[src/rtl/uart_tx_seq_if.sv]
// uart_tx_seq_if: RAM read port and UART transmit handshake driven by the sequencer
interface uart_tx_seq_if #(parameter int ADDR_W = 8);
    logic              rd_en;
    logic [ADDR_W-1:0] rd_addr;
    logic [7:0]        rd_data;
    logic [7:0]        tx_data;
    logic              tx_send_en;
    logic              tx_done;
    logic              tx_busy;
    modport master(output rd_en, rd_addr, tx_data, tx_send_en, input rd_data, tx_done, tx_busy);
    modport slave(input rd_en, rd_addr, tx_data, tx_send_en, output rd_data, tx_done, tx_busy);
endinterface

[src/rtl/uart_tx_seq.sv]
// uart_tx_seq: streams a block of RAM bytes into a UART transmitter, with abort, watchdog and status
module uart_tx_seq #(
    parameter int ADDR_W  = 8,
    parameter int GAP_CYC = 2,
    parameter int TIMEOUT = 100000
) (
    input  logic              clk,
    input  logic              rst,
    input  logic              start,
    input  logic [ADDR_W-1:0] start_addr,
    input  logic [ADDR_W:0]   length,
    input  logic              abort,
    uart_tx_seq_if.master     bus,
    output logic              busy,
    output logic              done,
    output logic              err,
    output logic [ADDR_W:0]   sent_cnt
);
    localparam int TW = $clog2(TIMEOUT + 1);
    typedef enum logic [2:0] {IDLE, READ, LATCH, SEND, WAIT_DONE, GAP, FINISH} state_t;
    state_t          state;
    logic [ADDR_W:0] rem;
    logic [TW-1:0]   cnt;
    logic            abort_q;
    logic            abort_seen;
    assign abort_seen = abort_q | abort;
    // rd_addr doubles as the address pointer; cnt serves both the watchdog and the gap timer
    always_ff @(posedge clk) begin
        if (rst) begin
            state          <= IDLE;
            bus.rd_en      <= 1'b0;
            bus.rd_addr    <= '0;
            bus.tx_data    <= '0;
            bus.tx_send_en <= 1'b0;
            busy           <= 1'b0;
            done           <= 1'b0;
            err            <= 1'b0;
            sent_cnt       <= '0;
            rem            <= '0;
            cnt            <= '0;
            abort_q        <= 1'b0;
        end else begin
            bus.rd_en      <= 1'b0;
            bus.tx_send_en <= 1'b0;
            done           <= 1'b0;
            abort_q        <= (state == IDLE) ? (start & abort) : (abort_q | abort);
            case (state)
                IDLE: if (start) begin
                    bus.rd_addr <= start_addr;
                    rem         <= length;
                    sent_cnt    <= '0;
                    err         <= 1'b0;
                    busy        <= 1'b1;
                    bus.rd_en   <= (length != '0);
                    state       <= (length == '0) ? FINISH : READ;
                end
                READ: state <= abort_seen ? FINISH : LATCH;
                LATCH, SEND: begin
                    if (state == LATCH) bus.tx_data <= bus.rd_data;
                    if (abort_seen) state <= FINISH;
                    else if (!bus.tx_busy) begin
                        bus.tx_send_en <= 1'b1;
                        rem            <= rem - 1'b1;
                        bus.rd_addr    <= bus.rd_addr + 1'b1;
                        cnt            <= '0;
                        state          <= WAIT_DONE;
                    end else state <= SEND;
                end
                WAIT_DONE: if (bus.tx_done) begin
                    sent_cnt <= sent_cnt + 1'b1;
                    cnt      <= '0;
                    if (rem == '0 || abort_seen) state <= FINISH;
                    else if (GAP_CYC == 0) begin
                        state     <= READ;
                        bus.rd_en <= 1'b1;
                    end else state <= GAP;
                end else if (cnt == TW'(TIMEOUT - 1)) begin
                    err   <= 1'b1;
                    state <= FINISH;
                end else cnt <= cnt + 1'b1;
                GAP: if (abort_seen) state <= FINISH;
                else if (cnt == TW'(GAP_CYC - 1)) begin
                    state     <= READ;
                    bus.rd_en <= 1'b1;
                end else cnt <= cnt + 1'b1;
                FINISH: begin
                    done  <= 1'b1;
                    busy  <= 1'b0;
                    state <= IDLE;
                end
                default: state <= IDLE;
            endcase
        end
    end
endmodule

[src/flat_wrapper.sv]
// flat-port wrapper written by rule: the top's interface ports become plain ports
module uart_tx_seq_flat 
#(
    parameter int ADDR_W  = 8,
    parameter int GAP_CYC = 2,
    parameter int TIMEOUT = 100000
)
  (clk, rst, start, start_addr, length, abort, busy, done, err, sent_cnt, bus_rd_en, bus_rd_addr, bus_tx_data, bus_tx_send_en, bus_rd_data, bus_tx_done, bus_tx_busy);
  uart_tx_seq_if #(.ADDR_W(ADDR_W)) bus_i ();
  input  logic clk;
  input  logic rst;
  input  logic start;
  input  logic [ADDR_W-1:0] start_addr;
  input  logic [ADDR_W:0] length;
  input  logic abort;
  output logic busy;
  output logic done;
  output logic err;
  output logic [ADDR_W:0] sent_cnt;
  output wire logic [$bits(bus_i.rd_en)-1:0] bus_rd_en;
  output wire logic [$bits(bus_i.rd_addr)-1:0] bus_rd_addr;
  output wire logic [$bits(bus_i.tx_data)-1:0] bus_tx_data;
  output wire logic [$bits(bus_i.tx_send_en)-1:0] bus_tx_send_en;
  input wire logic [$bits(bus_i.rd_data)-1:0] bus_rd_data;
  input wire logic [$bits(bus_i.tx_done)-1:0] bus_tx_done;
  input wire logic [$bits(bus_i.tx_busy)-1:0] bus_tx_busy;
  assign bus_rd_en = bus_i.rd_en;
  assign bus_rd_addr = bus_i.rd_addr;
  assign bus_tx_data = bus_i.tx_data;
  assign bus_tx_send_en = bus_i.tx_send_en;
  assign bus_i.rd_data = bus_rd_data;
  assign bus_i.tx_done = bus_tx_done;
  assign bus_i.tx_busy = bus_tx_busy;
  uart_tx_seq #(.ADDR_W(ADDR_W), .GAP_CYC(GAP_CYC), .TIMEOUT(TIMEOUT)) u_core (.clk(clk), .rst(rst), .start(start), .start_addr(start_addr), .length(length), .abort(abort), .bus(bus_i), .busy(busy), .done(done), .err(err), .sent_cnt(sent_cnt));
endmodule
[config.mk]
export PLATFORM = sky130hd
export DESIGN_NAME = uart_tx_seq_flat
export DESIGN_NICKNAME = d
export VERILOG_FILES = /design/src/rtl/uart_tx_seq_if.sv /design/src/rtl/uart_tx_seq.sv /design/src/flat_wrapper.sv
export SDC_FILE = /design/constraint.sdc
export NUM_CORES = 1
export LEC_CHECK = 0
export CAP_MARGIN = 20
export CORE_UTILIZATION = 50
export CTS_CLUSTER_SIZE = 20
export DETAILED_ROUTE_END_ITERATION = 8
export DONT_BUFFER_PORTS = 1
export PLACE_DENSITY_LB_ADDON = 0.15
export SYNTH_ARGS = -nofsm -noshare
export SYNTH_HDL_FRONTEND = slang
export SYNTH_SLANG_ARGS = --single-unit
[constraint.sdc]
create_clock -name clk -period 3.5 [get_ports clk]
set_input_delay 0.7 -clock clk [delete_from_list [all_inputs] [get_ports clk]]
set_output_delay 0.7 -clock clk [all_outputs]
set_load 0.01 [all_outputs]
Yosys cells after proc, flatten, opt, wreduce, memory -nomap -nowiden:

Cells that the tools add are included.

* register bits after elaboration: 60
* input bits: 31
* output and inout bits: 30
* word-level logic and storage cells: 98

* $add $sub $neg: 4
* equal/unequal tests: 19
* mux-type cells: 42
* bitwise gates (word level): 3
* reductions and logical operators: 18

Operators with widths (count)
* 17-bit two-way mux: 6
* 17-bit one-hot mux with 3 select lines: 1
* 9-bit two-way mux: 5
* 9-bit one-hot mux with 2 select lines: 2
* 3-bit two-way mux: 9
* 8-bit two-way mux: 3
* 9-bit zero test: 2
* 17-bit by 1-bit adder with 17-bit output (second input constant): 1
* 17-bit by 1-bit equality test with 1-bit output (second input constant): 1
* 17-bit equality test (second input constant): 1
* 8-bit one-hot mux with 2 select lines: 1
* 3-bit one-hot mux with 5 select lines: 1
* 2-bit != test (second input constant): 7
* 1-bit two-way mux: 10
* 9-bit by 1-bit adder with 9-bit output (second input constant): 1
* 3-bit equality test (second input constant): 3
* 9-bit nonzero test: 1
* 9-bit by 1-bit subtractor with 9-bit output (second input constant): 1
* 8-bit by 1-bit adder with 8-bit output (second input constant): 1
* 4-bit AND reduction: 2
* 3-bit by 2-bit equality test with 1-bit output (second input constant): 2
* 1-bit one-hot mux with 2 select lines: 3
* 3-bit AND reduction: 2
* 6-bit AND reduction: 1
* other kinds (16): 19

Depth between registers and ports, before layout:

Gate-level depths: netlist of the first run.

* depth in word-level cells: 5
* depth in mapped cells: 8
* gate-level depth less buffers: 7

Worst setup path after synthesis of the first run:

No wires, ideal clock.

* kind: input -> register
* start: input abort
* end: register u_core.rem[2]
* library setup time: 0.129 ns
* arrival: 2.135 ns
* data required time: 3.371 ns
* setup slack: 1.237 ns
* cell stages on the path: 6
* path buffers: 1
* cell sequence: or4b_2 a21oi_1 buf_2 o21ai_0 a22oi_1 nor2_1

* longest elaborated chain between the ends: 3

Ends and longest elaborated chain
* start: declaration: RTL line flat_wrapper.sv:15 `input logic abort;`
* 1-bit bitwise OR: RTL line uart_tx_seq.sv:26 `assign abort_seen = abort_q | abort;`
* 2-bit != test (no source line)
* 4-bit AND reduction (no source line)
* end signal: assignment: RTL line uart_tx_seq.sv:50 `rem <= length;`
* end signal: assignment: RTL line uart_tx_seq.sv:63 `rem <= rem - 1'b1;`
* end: declaration: RTL line uart_tx_seq.sv:22 `logic [ADDR_W:0] rem;`

No other way between the ends.
A chain may end at the register's enable or synchronous reset.

Final worst setup path of the first run:

* start: register u_core.state[1]
* end: register u_core.cnt[8]

* longest elaborated chain between the ends: 4

Ends and longest elaborated chain
* start: declaration: RTL line uart_tx_seq.sv:21 `state_t state;`
* start signal: assignment: RTL line uart_tx_seq.sv:55 `state <= (length == '0) ? FINISH : READ;`
* start signal: assignment: RTL line uart_tx_seq.sv:57 `READ: state <= abort_seen ? FINISH : LATCH;`
* 3-bit by 2-bit equality test with 1-bit output: RTL line uart_tx_seq.sv:47 `case (state)`
* 2-bit OR reduction: RTL line uart_tx_seq.sv:47
* 2-bit != test (no source line) / 3-bit nonzero test (equally long branches)
* 6-bit AND reduction (no source line)
* end signal: assignment: RTL line uart_tx_seq.sv:80 `end else cnt <= cnt + 1'b1;`
* end signal: assignment: RTL line uart_tx_seq.sv:85 `end else cnt <= cnt + 1'b1;`
* end: declaration: RTL line uart_tx_seq.sv:23 `logic [TW-1:0] cnt;`

Parallel ways exist; a longest one is shown, timed or not.

==> results of run 1 <==
final timing paths:
path / end / slack [ns] / startpoint / depth (start not counted)
min reg2reg: u_core.rem[6]$_SDFFE_PP0P_ / 0.50 / u_core.rem[6]$_SDFFE_PP0P_ / 2
max: u_core.cnt[8]$_SDFFE_PP0P_ / 0.83 / u_core.state[1]$_SDFFE_PP0P_ / 5
max reg2reg: u_core.cnt[8]$_SDFFE_PP0P_ / 0.83 / u_core.state[1]$_SDFFE_PP0P_ / 5
min: u_core.cnt[1]$_SDFFE_PP0P_ / 0.43 / rst / 1
routing by layer:
layer | track usage [%] | vias to the layer above | wire, um
met1 | 29.1 | 1436 | 3460
met2 | 37.4 | 93 | 3520
li1 | - | 1471 | -
met3 | 5.38 | 19 | 427
met4 | 11.9 | 0 | 193
met5 | 0 | - | 0
registers in the layout (all words and copies together), names as in the netlist:
| signal | flops |
|---|---|
| u_core.cnt | 17 |
| u_core.rem | 9 |
| u_core.sent_cnt | 9 |
| u_core.bus.rd_addr | 8 |
| u_core.bus.tx_data | 8 |
| u_core.state | 3 |
| u_core.abort_q | 1 |
| u_core.bus.rd_en | 1 |
| u_core.bus.tx_send_en | 1 |
| u_core.busy | 1 |
| u_core.done | 1 |
| u_core.err | 1 |
power groups by stage:
stage,Sequential (mW),Combinational [mW],Clock (mW)
after floorplan,0.924,0.801,0
after global placement,0.978,0.908,0
after detailed placement,0.980,0.927,0
after CTS,0.966,0.931,0.748
after global routing,0.986,1.06,0.778
final,0.967,0.936,0.735
logic make-up (layout without fill, tap and decap cells):
family	after synthesis	after routing	share of synthesized area (%)
flops	60	60	37.2
mux	10	10	3.10
fa+ha+maj	5	5	1.93
xor+xnor	6	6	1.63
compound gates	116	116	24.6
buf+inv	39	34	5.50
simple gates	164	164	26.1
through the flow:
stage | worst slack [ns] | instance area, um2 | instances | hold slack (ns)
final | 0.831 | 3480 | 470 | 0.430
after global routing | 0.682 | 3480 | 470 | 0.408
after CTS | 0.845 | 3480 | 470 | 0.416
after detailed placement | 0.825 | 3240 | 454 | 0.483
after global placement | 0.884 | 3240 | 454 | 0.475
after floorplan | 1.24 | 3230 | 400 | 0.457
worst register-to-register path: stages (launching register included):
cell and delay, ns:
dfxtp_1 0.46, or3b_1 0.46, or4_4 0.44, nor3_4 0.33, or3_1 0.64, o32ai_1 0.19
placed cells by master (no fill, tap or decap), drive strengths merged, types with 3 or more instances in the layout:
master   n
a211oi   7
a21o     3
a21oi   28
a22o     3
a22oi    4
a31oi    5
and3     9
buf      5
clkbuf  12
dfxtp   60
ha       5
inv     13
mux2i   10
nand2   31
nand2b   6
nand3   22
nand4    5
nor2    45
nor3    15
nor3b    3
nor4     6
o211ai  11
o21ai   25
o311ai   5
o31ai    4
o32ai    4
o41ai    7
or3      5
or3b     3
or4      3
xor2     4
layout make-up:
| type | instances | area (um2) |
|---|---|---|
| repair buffers | 5 | 37.5 |
| well taps | 75 | 93.8 |
| fillers | 595 | 2580 |
| clock buffers | 12 | 165 |
| inverters | 13 | 48.8 |
| flip-flops and latches | 60 | 1200 |
| clock inverters | 4 | 70.1 |
| multi-input cells | 301 | 1860 |
==> flow_metrics.tcl, run 1 <==
set metrics [dict create \
    drt-initial-drc-count 176 \
    synthTopCellsByCount "dfxtp_1 (60), nor2_1 (45), nand2_1 (31)" \
    grt_max_degree 53 \
    initial_core_util_pct 53.3 \
    setup_viol 0 \
    synth-async-reset-ratio_pct 0 \
    power.switching_mw 1.01 \
    clk_pin_slew_ns 0.07 \
    area_growth_syn_to_layout_pct 7.51 \
    wl_per_cell_um 16.2 \
    combPwrFrac_pct 35.5 \
    slew_violations 0 \
    cp.arrival_ns 2.87 \
    ys_ff_latch 60 \
    fin_nets 426 \
    holdBufCountCts 0 \
    grt_pass1_vias 2650 \
    swShare_pct 38.4 \
    die_h_um 82.4 \
    routed_wl_um 7600 \
    diodes 0 \
    seq_power_share_pct 36.7 \
    yosys_warnings 0 \
    port_buffers 0 \
    synthDistinctLibCells 61 \
    io_pins 61 \
    max_freq_mhz 375 \
    clockBufferDepth 2 \
    antenna_found_initial 0 \
    path_class "flop to flop" \
    ys.flop_type "dfxtp_1" \
    utilization_pct 57.3 \
    globalRouteOverflowTotal 0 \
    synth_area_per_cell_um2 8.08 \
    dp_hpwl_um 5200 \
    skew_ns 0.00733 \
    synth_fp_nets 436 \
    synth_top_area_cell "dfxtp_1" \
    cts_buffers 9 \
    synth_top_area_share_pct 37.2 \
    cts_tree "done" \
    cts_max_level 3 \
    powerDensity_nw_per_um2 759 \
    startpoint_type "flop" \
    hp-class "input port to flop" \
    tns_ns 0 \
    post-route-min-period_ns 2.67 \
    drcViolationCount 0 \
    yosysSeqAreaShare_pct 37.2 \
    first_pass_iters 4 \
    synth_edf_count 0 \
    relSlewSlack_pct 35.7 \
    rsz0062_at_grt "false" \
    via_count 3019 \
    crit_path_end_kind "flop" \
    power_frac_clock_pct 27.9 \
    worstPathCellList "or3b_1 > or4_4 > nor3_4 > or3_1 > o32ai_1" \
    timing.max_cap.violations 0 \
    ctsResizeCount 0 \
    internal_power_mw 1.63 \
    leakage_nw 1.22 \
    synth.most_common_cell "dfxtp_1" \
    max_stage_delay_ns 0.64 \
    path_max_fanout 17 \
    core_area_um2 6060 \
    root_buffer "clkbuf_8" \
    worstMarginPinSlew_ns 0.964 \
    gp_congestion 0.797 \
    die_area_um2 6790 \
    drive_gt1_share_pct 9.37 \
    min_period_over_period_pct 76.3 \
    cp_slowest_cell "or3_1" \
    p_total_mw 2.64 \
    ir_worst_vdd_uv 358 \
    crit_buf_inv 0 \
    grt_util_all_layers_pct 23.4 \
    grt_pass1_wl_um 12000 \
    post_synth_main_area_contributors "dfxtp_1 (37%), nor2_1 (5.2%), a21oi_1 (4.2%), nand2_1 (3.6%), nand3_1 (3.4%)" \
    viasPerCell 6.42 \
    status "finished, final reports clean" \
    ant_nets 0 \
    critical-path-top-delay-family "simple AND/OR/NAND/NOR gates" \
    required_ns 3.70 \
    syn-cell-area_um2 3230 \
    clk_latency_ns 0.34 \
    clock_sinks 60 \
    rows 28 \
    finalHoldViolCount 0 \
    synthCells 400 \
    fp.dieW_um 82.4 \
    post_cts_buffers 0 \
]
(Power assumes the default switching activity.)
==> run 2, diff against run 1 <==
==> constraint.sdc (replaced) <==
create_clock -name clk -period 2.8 [get_ports clk]
set_input_delay 0.56 -clock clk [delete_from_list [all_inputs] [get_ports clk]]
set_output_delay 0.56 -clock clk [all_outputs]
set_load 0.01 [all_outputs]
==> flow_metrics.tcl, run 2 (synthesis gave the netlist of run 1 again) <==
set metrics [dict create \
    status "finished, final reports clean" \
    tns_ns 0 \
    fin_cells 475 \
    critical-path-top-delay-family "simple AND/OR/NAND/NOR gates" \
    cp.arrival_ns 2.57 \
    final_common_cell "dfxtp_1" \
    internal_power_mw 1.99 \
    placedCellCount 459 \
    top_register "u_core.cnt" \
    die_h_um 82.4 \
    worstPathCellList "or3b_1 > or4_4 > nor3_4 > or3_1 > buf_4 > o41ai_1" \
    place_area_um2 3280 \
    cts_buffers 9 \
    min_path_cells 1 \
    cts_tree "done" \
    largest_registers "u_core.cnt: 17 flops, u_core.rem: 9 flops, u_core.sent_cnt: 9 flops" \
    power_frac_clock_pct 26.7 \
    rows 28 \
    required_ns 3.01 \
    swShare_pct 38.9 \
    fillerInstances 569 \
    holdWs_ns 0.294 \
    diodes 0 \
    grt_util_all_layers_pct 23.4 \
    viasPerCell 6.25 \
    clk_pin_slew_ns 0.07 \
    die_area_um2 6790 \
    core_area_um2 6060 \
    layout_common_cells "dfxtp_1 (60), nor2_1 (45), nand2_1 (31)" \
    path_class "flop to flop" \
    root_buffer "clkbuf_8" \
    min_from "rst" \
    path_max_fanout 9 \
    clk_latency_ns 0.33 \
    final_area_um2 3490 \
    power.switching_mw 1.26 \
    reg2reg_depth 6 \
    post_cts_buffers 0 \
    antenna_found_initial 0 \
    seq_power_share_pct 37.7 \
    startpoint "u_core.state[2]$_SDFFE_PP0P_" \
    grt_max_degree 53 \
    max_stage_delay_ns 0.49 \
    utilization_pct 57.7 \
    fin_nets 431 \
    multi_input_area_um2 1860 \
    ir_worst_vdd_uv 490 \
    via_count 2967 \
    grt_pass1_vias 2582 \
    crit_buf_inv 1 \
    worstMarginPinSlew_ns 0.924 \
    post-route-min-period_ns 2.36 \
    r2r_start "u_core.state[2]$_SDFFE_PP0P_" \
    max_freq_mhz 424 \
    dp_hpwl_um 5210 \
    clockBufferDepth 2 \
    holdBufCountCts 0 \
    timing.max_cap.violations 0 \
    powerDensity_nw_per_um2 930 \
    ant_nets 0 \
    startpoint_type "flop" \
    place_ws_ns 0.438 \
    leakage_nw 1.24 \
    combPwrFrac_pct 35.6 \
    ctsResizeCount 0 \
    cp_slowest_cell "dfxtp_1" \
    setup_ws_ns 0.443 \
    min_period_over_period_pct 84.2 \
    hp-class "input port to flop" \
    slew_violations 0 \
    skew_ns 0.0105 \
    cts_max_level 3 \
    wl_per_cell_um 15.9 \
    largest_reg_flops 17 \
    drive_gt1_share_pct 10.3 \
    clock_sinks 60 \
    routed_wl_um 7570 \
    first_pass_iters 4 \
    drt-initial-drc-count 206 \
    rsz0062_at_grt "false" \
    critical_path_depth 6 \
    port_buffers 0 \
    regArea_um2 1200 \
    io_pins 61 \
    relSlewSlack_pct 38.4 \
    gp_congestion 0.851 \
    drcViolationCount 0 \
    area_growth_syn_to_layout_pct 8.09 \
    initial_core_util_pct 53.3 \
    finalHoldViolCount 0 \
    globalRouteOverflowTotal 0 \
    setup_viol 0 \
    grt_pass1_wl_um 12100 \
    fp.dieW_um 82.4 \
    p_total_mw 3.25 \
    crit_path_end_kind "flop" \
]
==> run 2: final timing paths <==
path | endpoint | slack, ns
worst max-delay path | u_core.cnt[16]$_SDFFE_PP0P_ | 0.44
worst max register to register | u_core.cnt[16]$_SDFFE_PP0P_ | 0.44
worst min-delay path | u_core.cnt[1]$_SDFFE_PP0P_ | 0.29
worst min register to register | u_core.rem[0]$_SDFFE_PP0P_ | 0.50
==> run 2: power groups by stage <==
stage / sequential, mW / clock (mW) / combinational, mW
after detailed placement: 1.24 / 0 / 1.16
after floorplan: 1.16 / 0 / 1.00
after global placement: 1.24 / 0 / 1.14
after CTS: 1.22 / 0.885 / 1.16
after global routing: 1.25 / 0.923 / 1.30
final: 1.23 / 0.868 / 1.16
==> run 2: layout make-up <==
| class | instances | share of cell area [%] |
|---|---|---|
| multi-input combinational | 301 | 53.2 |
| inverter | 13 | 1.40 |
| tap | 75 | 2.69 |
| clock buffer | 11 | 4.05 |
| clock inverter | 5 | 2.15 |
| sequential | 60 | 34.4 |
| timing repair buffer | 10 | 2.15 |
==> run 2: metal layers <==
metal / vias to the layer above / routed length, um / GRT usage [%]
met5: - / 0 / 0
met3: 9 / 396 / 5.38
met1: 1398 / 3550 / 30.2
met4: 0 / 98 / 9.12
met2: 78 / 3530 / 37.7
li1: 1482 / - / -
